File: src/rtl/fir_axis_tdm.sv
// Channel-interleaved AXI-Stream FIR with one time-shared multiplier and a runtime-loadable coefficient bank.
// Optional build macro FIR_ROUND_EN: round-half-up before saturation instead of truncation.
`timescale 1ns/1ps

module fir_axis_tdm #(
    parameter int AXI_BITWIDTH = 32,
    parameter int BITWIDTH     = 16,
    parameter int FRACT        = 15,
    parameter int TAPS         = 8,
    parameter int CHANNELS     = 2
) (
    input  logic                      clk,
    input  logic                      rstn,
    input  logic                      coef_wr_en,
    input  logic [$clog2(TAPS)-1:0]   coef_wr_addr,
    input  logic signed [BITWIDTH-1:0] coef_wr_data,
    output logic                      coef_wr_ready,
    input  logic [AXI_BITWIDTH-1:0]   s_axis_tdata,
    input  logic                      s_axis_tvalid,
    output logic                      s_axis_tready,
    input  logic                      s_axis_tlast,
    output logic [AXI_BITWIDTH-1:0]   m_axis_tdata,
    output logic                      m_axis_tvalid,
    input  logic                      m_axis_tready,
    output logic                      m_axis_tlast
);
    // state | meaning
    // IDLE  | waiting for an input beat or a coefficient write
    // MAC   | one tap per cycle into the accumulator
    // OUT   | result presented, waiting for downstream ready
    localparam int TW = $clog2(TAPS);
    localparam int CW = (CHANNELS > 1) ? $clog2(CHANNELS) : 1;
    localparam int AW = 2 * BITWIDTH + TW;

    localparam logic signed [AW-1:0] RES_MAX = AW'((64'sd1 <<< (BITWIDTH - 1)) - 64'sd1);
    localparam logic signed [AW-1:0] RES_MIN = AW'(-(64'sd1 <<< (BITWIDTH - 1)));
    localparam logic signed [BITWIDTH-1:0] SAT_MAX = {1'b0, {(BITWIDTH - 1){1'b1}}};
    localparam logic signed [BITWIDTH-1:0] SAT_MIN = {1'b1, {(BITWIDTH - 1){1'b0}}};

    typedef enum logic [1:0] {IDLE, MAC, OUT} state_t;
    state_t state, state_nxt;

    logic                        run;
    logic [TW-1:0]               tap;
    logic [CW-1:0]               ch, cur_ch;
    logic                        tlast_q;
    logic signed [BITWIDTH-1:0]  coef  [TAPS];
    logic signed [BITWIDTH-1:0]  dline [CHANNELS][TAPS];
    logic signed [2*BITWIDTH-1:0] prod;
    logic signed [AW-1:0]        acc, acc_fin, acc_rnd, res;
    logic signed [BITWIDTH-1:0]  sat;
    logic                        in_fire, wr_fire, last_tap;
    logic                        unused_tdata;

    // run stays low through reset so the input is not offered until the first clock after release
    assign s_axis_tready = (state == IDLE) && run;
    assign coef_wr_ready = (state == IDLE);
    assign m_axis_tvalid = (state == OUT);
    assign in_fire       = s_axis_tvalid && s_axis_tready;
    assign wr_fire       = coef_wr_en && coef_wr_ready && (32'(coef_wr_addr) < TAPS);
    assign last_tap      = (tap == TW'(TAPS - 1));
    assign unused_tdata  = &{1'b0, s_axis_tdata};

    assign prod    = coef[tap] * dline[cur_ch][tap];
    assign acc_fin = acc + AW'(prod);
`ifdef FIR_ROUND_EN
    assign acc_rnd = acc_fin + (AW'(1) <<< (FRACT - 1));
`else
    assign acc_rnd = acc_fin;
`endif
    assign res = acc_rnd >>> FRACT;

    always_comb begin
        sat = res[BITWIDTH-1:0];
        if (res > RES_MAX)
            sat = SAT_MAX;
        else if (res < RES_MIN)
            sat = SAT_MIN;
    end

    always_comb begin
        state_nxt = state;
        unique case (state)
            IDLE:    if (in_fire) state_nxt = MAC;
            MAC:     if (last_tap) state_nxt = OUT;
            OUT:     if (m_axis_tready) state_nxt = IDLE;
            default: state_nxt = IDLE;
        endcase
    end

    always_ff @(posedge clk or negedge rstn) begin
        if (!rstn) begin
            state        <= IDLE;
            run          <= 1'b0;
            tap          <= '0;
            ch           <= '0;
            cur_ch       <= '0;
            tlast_q      <= 1'b0;
            acc          <= '0;
            m_axis_tdata <= '0;
            m_axis_tlast <= 1'b0;
        end else begin
            state <= state_nxt;
            run   <= 1'b1;
            if (in_fire) begin
                cur_ch  <= ch;
                tlast_q <= s_axis_tlast;
                acc     <= '0;
                tap     <= '0;
                // a frame end restarts the interleave at channel 0
                ch      <= (s_axis_tlast || ch == CW'(CHANNELS - 1)) ? '0 : ch + 1'b1;
            end else if (state == MAC) begin
                acc <= acc_fin;
                tap <= tap + 1'b1;
                if (last_tap) begin
                    m_axis_tdata <= AXI_BITWIDTH'(sat);
                    m_axis_tlast <= tlast_q;
                end
            end
        end
    end

    always_ff @(posedge clk or negedge rstn) begin
        if (!rstn) begin
            for (int k = 0; k < TAPS; k++) begin
                coef[k] <= '0;
                for (int c = 0; c < CHANNELS; c++)
                    dline[c][k] <= '0;
            end
        end else begin
            if (wr_fire)
                coef[coef_wr_addr] <= coef_wr_data;
            if (in_fire) begin
                dline[ch][0] <= s_axis_tdata[BITWIDTH-1:0];
                for (int k = 1; k < TAPS; k++)
                    dline[ch][k] <= dline[ch][k-1];
            end
        end
    end
endmodule
File: config.mk
export PLATFORM = sky130hd
export DESIGN_NAME = fir_axis_tdm
export DESIGN_NICKNAME = d
export VERILOG_FILES = /design/src/rtl/fir_axis_tdm.sv
export SDC_FILE = /design/constraint.sdc
export NUM_CORES = 1
export LEC_CHECK = 0
export ABC_AREA = 1
export CORE_MARGIN = 5
export CORE_UTILIZATION = 35
export CTS_CLUSTER_SIZE = 25
export DETAILED_ROUTE_END_ITERATION = 8
export GPL_TIMING_DRIVEN = 0
export HOLD_SLACK_MARGIN = 0.03
export PLACE_DENSITY = 0.49
export SKIP_CTS_REPAIR_TIMING = 1
export SYNTH_ARGS = -nofsm -noshare
export SYNTH_HDL_FRONTEND = slang
export SYNTH_SLANG_ARGS = --single-unit
File: constraint.sdc
create_clock -name clk -period 10.75 [get_ports clk]
set_clock_uncertainty 0.15 [all_clocks]
set_input_delay 1.6125 -clock clk [delete_from_list [all_inputs] [get_ports clk]]
set_output_delay 1.6125 -clock clk [all_outputs]
set_load 0.01 [all_outputs]
==> results of run 1 <==
stage by stage:
step	hold WS, ps	area [sq um]
6_report	327	36400
5_1_grt	345	36400
4_1_cts	333	36400
3_5_place_dp	318	34600
3_3_place_gp	310	34500
2_1_floorplan	298	32200
how the worst min path moves through the flow:
stage                   from       end  slack (ps)  depth (start not counted)
floorplan           coef[16]  coef[16]         300                          2
global placement    coef[59]  coef[59]         310                          2
detailed placement  coef[84]  coef[84]         320                          2
CTS                 coef[84]  coef[84]         330                          2
global route        coef[97]  coef[97]         350                          2
finish              coef[97]  coef[97]         330                          2
final cells by class:
class                   count  area (sq um)
plain buffers             204          1000
clock buffers              74          1500
clock inverters            24           349
fillers                  9338         55100
inverters                 697          2620
multi-input cells        2516         17500
flip-flops and latches    445         11100
well taps                1186          1480
repair buffers             80           876
per-layer routing:
layer | part of all wire | up-vias | GRT usage
met1 | 0.45 | 13230 | 0.317
li1 | - | 12276 | -
met2 | 0.46 | 769 | 0.369
met5 | 0 | - | 0
met3 | 0.061 | 162 | 0.0320
met4 | 0.028 | 0 | 0.0604
registers in the layout (all words and copies together), names as in the netlist:
name and cells:
acc 35, ch 1, run 1, m_axis_tdata 16, cur_ch 1, state 2
tlast_q 1, tap 3, coef 128, dline 256, m_axis_tlast 1
synthesized netlist by cell type, drive strengths merged:
library cell and n:
and3 1, inv 695, nor2 255, dfrtp 445
nor4 1, nand4 10, ha 106, mux2 16
nor3b 2, o21a 107, clkbuf 81, clkinv 2
o31ai 2, and2 2, o211ai 3, xnor2 8
fa 310, nand2 806, buf 123, nand3 164
o21ai 483, nor3 7, nand3b 3, a32o 1
xor2 12, o22ai 14, a31oi 1, a21oi 198
a211oi 1, o21bai 2, conb 1
kinds of logic (layout without fill, tap and decap cells):
logic type,after synthesis,after routing,share of synthesized area
adder cells (fa/ha/maj),416,416,0.234
multiplexers,16,16,0.00559
XOR/XNOR,20,20,0.00544
other,1,1,0.000116
buffers and inverters,901,1079,0.112
AND/OR/NAND/NOR,1251,1251,0.159
flip-flops,445,445,0.346
AO/OA/AOI/OAI,812,812,0.138
worst register-to-register path, delay by kind of cell, from the launching register on:
kind	cells	cell delay (ps)
AO/OA/AOI/OAI	2	330
adder cells (fa/ha/maj)	7	3920
buffers and inverters	9	2380
flip-flops	1	560
AND/OR/NAND/NOR	12	1920
==> flow_summary_export.csv, run 1 <==
group,metric,value,unit
route,vias,26437,
global_routing,grt_pass1_wl,171,mm
synthesis,synthCells,3862,
layout,fin_cells,5226,
worst_setup_path,r2r_cells,30,
layout,fin_util,0.398,
clocking,clkLatencyLatePin,650,ps
clocking,cts_max_level,2,
worst_setup_path,reg2reg_slack,1380,ps
placed_design,io_buffers,76,
sta,finalCritPeriodShare,0.872,
global_routing,track_usage,0.226,
global_routing,grt_pass1_vias,27248,
floorplan,ioPinCount,93,
clocking,root_buffer,"clkbuf_16",
layout,area.growth.synth_to_final,13.0,%
placed_design,gp_congestion,0.900,
synthesis,ys_types,49,
route,ant_nets,0,
sta,hold_viol,0,
placed_design,pre_cts_ws,1520,ps
worst_setup_path,arrival,9730,ps
floorplan,dieArea,98300,sq um
sta,fin_setup_tns,0,ps
synthesis,ys_seq_area_frac,0.346,
floorplan,fp.dieH,313,um
worst_setup_path,critPathMaxStageDelay,720,ps
sta,min_period,9370,ps
clocking,clkTransAtPathRegs,60,ps
sta,fmax,0.107,GHz
route,via_per_inst,5.06,
route,wl_per_cell,21.0,um
worst_setup_path,critPathLaunch,"tap[1]",
run,maxCapViolations,0,
synthesis,ys_seq_elements,445,
sta,layout_setup_ws,1380,ps
worst_setup_path,crit_cells,30,
floorplan,core_area,91500,sq um
route,first_pass_iters,6,
worst_setup_path,r2r-start,"tap[1]",
layout,layout-drive-gt1-share,0.0760,
worst_setup_path,slowest_stage,"fa_1",
sta,grt_setup_unrepaired,"no",
synthesis,syn_area,32200,sq um
worst_setup_path,critPathRequiredTime,11110,ps
global_routing,overflow,0,
route,initialDrtViolationCount,2176,
worst_setup_path,endpoint,"m_axis_tdata[9]",
worst_setup_path,critPathCaptureType,"flip-flop",
clocking,cts_buffers,53,
floorplan,rows,111,
placed_design,hpwl,84.0,mm
route,drc,0,
global_routing,antenna_found_initial,3,
layout,nets,4470,
sta,worstMarginPinSlew,1250,ps
sta,slew_headroom,0.167,
worst_setup_path,crit_type,"flip-flop to flip-flop",
layout,n_antenna_cell,0,
clocking,cts_sinks,445,
synthesis,yosysWarnings,0,
synthesis,yosysTopAreaCellShare,0.346,
sta,slew_viol_final,0,
sta,setup_viol,0,
worst_setup_path,path_max_fanout,10,
worst_setup_path,rr_endpoint,"m_axis_tdata[9]",
floorplan,initial_core_util,0.352,
clocking,clockBufferDepth,3,
global_routing,grt_max_degree,111,
synthesis,yosysTopAreaCell,"dfrtp_1",
placed_design,placed_cells,5128,
route,drt-total-wl,110,mm
layout,final_common_cell,"nand2_1",
run_status,status,"finished clean",
worst_setup_path,cp_top_family,"adder cells",
layout,layout.cells.most_common_list,"782 x nand2_1, 669 x inv_1, 469 x o21ai_0, 445 x dfrtp_1, 310 x fa_1",
synthesis,yosys-top-cells-area,"dfrtp_1 35%, fa_1 19%, nand2_1 9.1%, inv_1 7.8%, o21ai_0 7.3%",
worst_setup_path,startpoint_type,"flip-flop",
worst_setup_path,cp.buffers_inverters,9,
floorplan,dieWidth,313,um
synthesis,syn_avg_cell_area,8.35,sq um
clocking,tritoncts,"done",
worst_hold_path,hp-class,"flip-flop to flip-flop",
synthesis,synth.net_count,4335,
Power of run 1 is not shown: default switching activity piles up to over one toggle a cycle in this logic, so the estimate is an artifact.
==> inputs of run 2 (changes only) <==
Settings changed: CTS_BUF_LIST set to sky130_fd_sc_hd__clkbuf_2.
==> run 2 against run 1 <==
  * Sequential share of layout area up 0.62 points
  * Critical path type unchanged
  * Non-clock buffer count increased by 1
  * Final cell count increased by 2.4%
  * Global-route usage is 0.30 points higher
==> flow_summary_export.csv, run 2 (synthesis gave the netlist of run 1 again) <==
group,metric,value,unit
sta,fin_setup_tns,0,ps
worst_setup_path,critPathCaptureType,"flip-flop",
layout,regMostFlops,"dline",
layout,layout.cells.most_common_list,"782 x nand2_1, 669 x inv_1, 469 x o21ai_0, 445 x dfrtp_1, 310 x fa_1",
route,ant_nets,0,
layout,nets,4551,
route,via_per_inst,5.05,
worst_hold_path,hp-class,"flip-flop to flip-flop",
worst_setup_path,startpoint_type,"flip-flop",
clocking,cts_buffers,133,
worst_setup_path,path_max_fanout,10,
layout,area.growth.synth_to_final,10.8,%
floorplan,ioPinCount,93,
route,drt-total-wl,111,mm
placed_design,hpwl,84.0,mm
clocking,cts_max_level,4,
clocking,clkLatencyLatePin,1430,ps
layout,largest_reg_flops,256,
run,maxCapViolations,0,
route,vias,27005,
floorplan,rows,111,
sta,slew_headroom,0.165,
floorplan,initial_core_util,0.352,
worst_setup_path,critPathRequiredTime,11830,ps
global_routing,globalRouteMet2Util,0.369,
sta,finalCritPeriodShare,0.876,
run_status,status,"finished clean",
global_routing,track_usage,0.229,
global_routing,grt_max_degree,111,
layout,layout-drive-gt1-share,0.101,
clocking,root_buffer,"clkbuf_2",
sta,fmax,0.106,GHz
clocking,clkTransAtPathRegs,100,ps
clocking,tritoncts,"done",
route,first_pass_iters,5,
layout,final_common_cell,"nand2_1",
global_routing,busiest_layer,"met2",
sta,min_period,9420,ps
floorplan,dieWidth,313,um
placed_design,postPlaceCellArea,34600,sq um
global_routing,overflow,0,
worst_setup_path,crit_type,"flip-flop to flip-flop",
route,drc,0,
placed_design,gp_congestion,0.900,
floorplan,core_area,91500,sq um
global_routing,grt_pass1_vias,28042,
global_routing,grt_pass1_wl,172,mm
clocking,clockBufferDepth,3,
global_routing,antenna_found_initial,5,
layout,design_area,35700,sq um
worst_setup_path,cp.buffers_inverters,9,
clocking,cts_sinks,445,
layout,reg_top3,"dline: 256 flops, coef: 128 flops, acc: 35 flops",
sta,hold_viol,0,
worst_setup_path,slowest_stage,"clkbuf_1",
sta,grt_setup_unrepaired,"no",
global_routing,grtUsageMet3,0.0399,
floorplan,dieArea,98300,sq um
route,wl_per_cell,20.7,um
worst_setup_path,cp_top_family,"adder cells",
sta,setup_viol,0,
global_routing,met1_usage,0.315,
floorplan,fp.dieH,313,um
route,initialDrtViolationCount,2045,
sta,slew_viol_final,0,
worst_setup_path,critPathMaxStageDelay,710,ps
placed_design,io_buffers,76,
worst_setup_path,arrival,10500,ps
sta,worstMarginPinSlew,1250,ps
==> run 2: worst register-to-register path: cells and delay by family (launching register included) <==
family | cells | cell delay, ps
DFF | 1 | 570
AOI/OAI and AO/OA | 2 | 330
and+or+nand+nor | 12 | 1910
adders and majority gates | 7 | 3910
buffers and inverters | 9 | 2400
==> run 2: metrics by stage <==
step / hold WS [ps] / setup WS [ps] / instances / utilization
after floorplan: 298 / 3630 / 3862 / -
after CTS: -92.3 / 1430 / 5341 / 0.390
after global routing: 330 / 919 / 5351 / 0.390
after global placement: 310 / -13590 / 5124 / 0.377
final: 321 / 1330 / 5352 / 0.390
after detailed placement: 318 / 1520 / 5128 / 0.378
==> run 2: final cells by class <==
cell class | count | area [sq um]
plain buffers | 204 | 1000
clock inverters | 30 | 166
diodes | 10 | 25.0
well taps | 1186 | 1480
clock buffers | 183 | 916
inverters | 697 | 2620
fillers | 9529 | 55800
flip-flops and latches | 445 | 11100
multi-input cells | 2516 | 17500
repair buffers | 81 | 886
==> run 2: worst paths after layout <==
path,from,to,slack (ps),cells after the start
min in group asynchronous,rstn,dline[223],600,2
hold reg to reg,dline[80],dline[64],320,2
hold / removal,dline[80],dline[64],320,2
setup / recovery,tap[1],m_axis_tdata[9],1330,30
setup reg to reg,tap[1],m_axis_tdata[9],1330,30
max in group asynchronous,rstn,coef[118],8460,4
==> run 2: metal layers <==
layer,routed length (um),share of wire
met4,3550,0.032
met3,6970,0.063
met2,50900,0.46
met1,49200,0.44
met5,0,0
Power of run 2 is left out for the same reason.
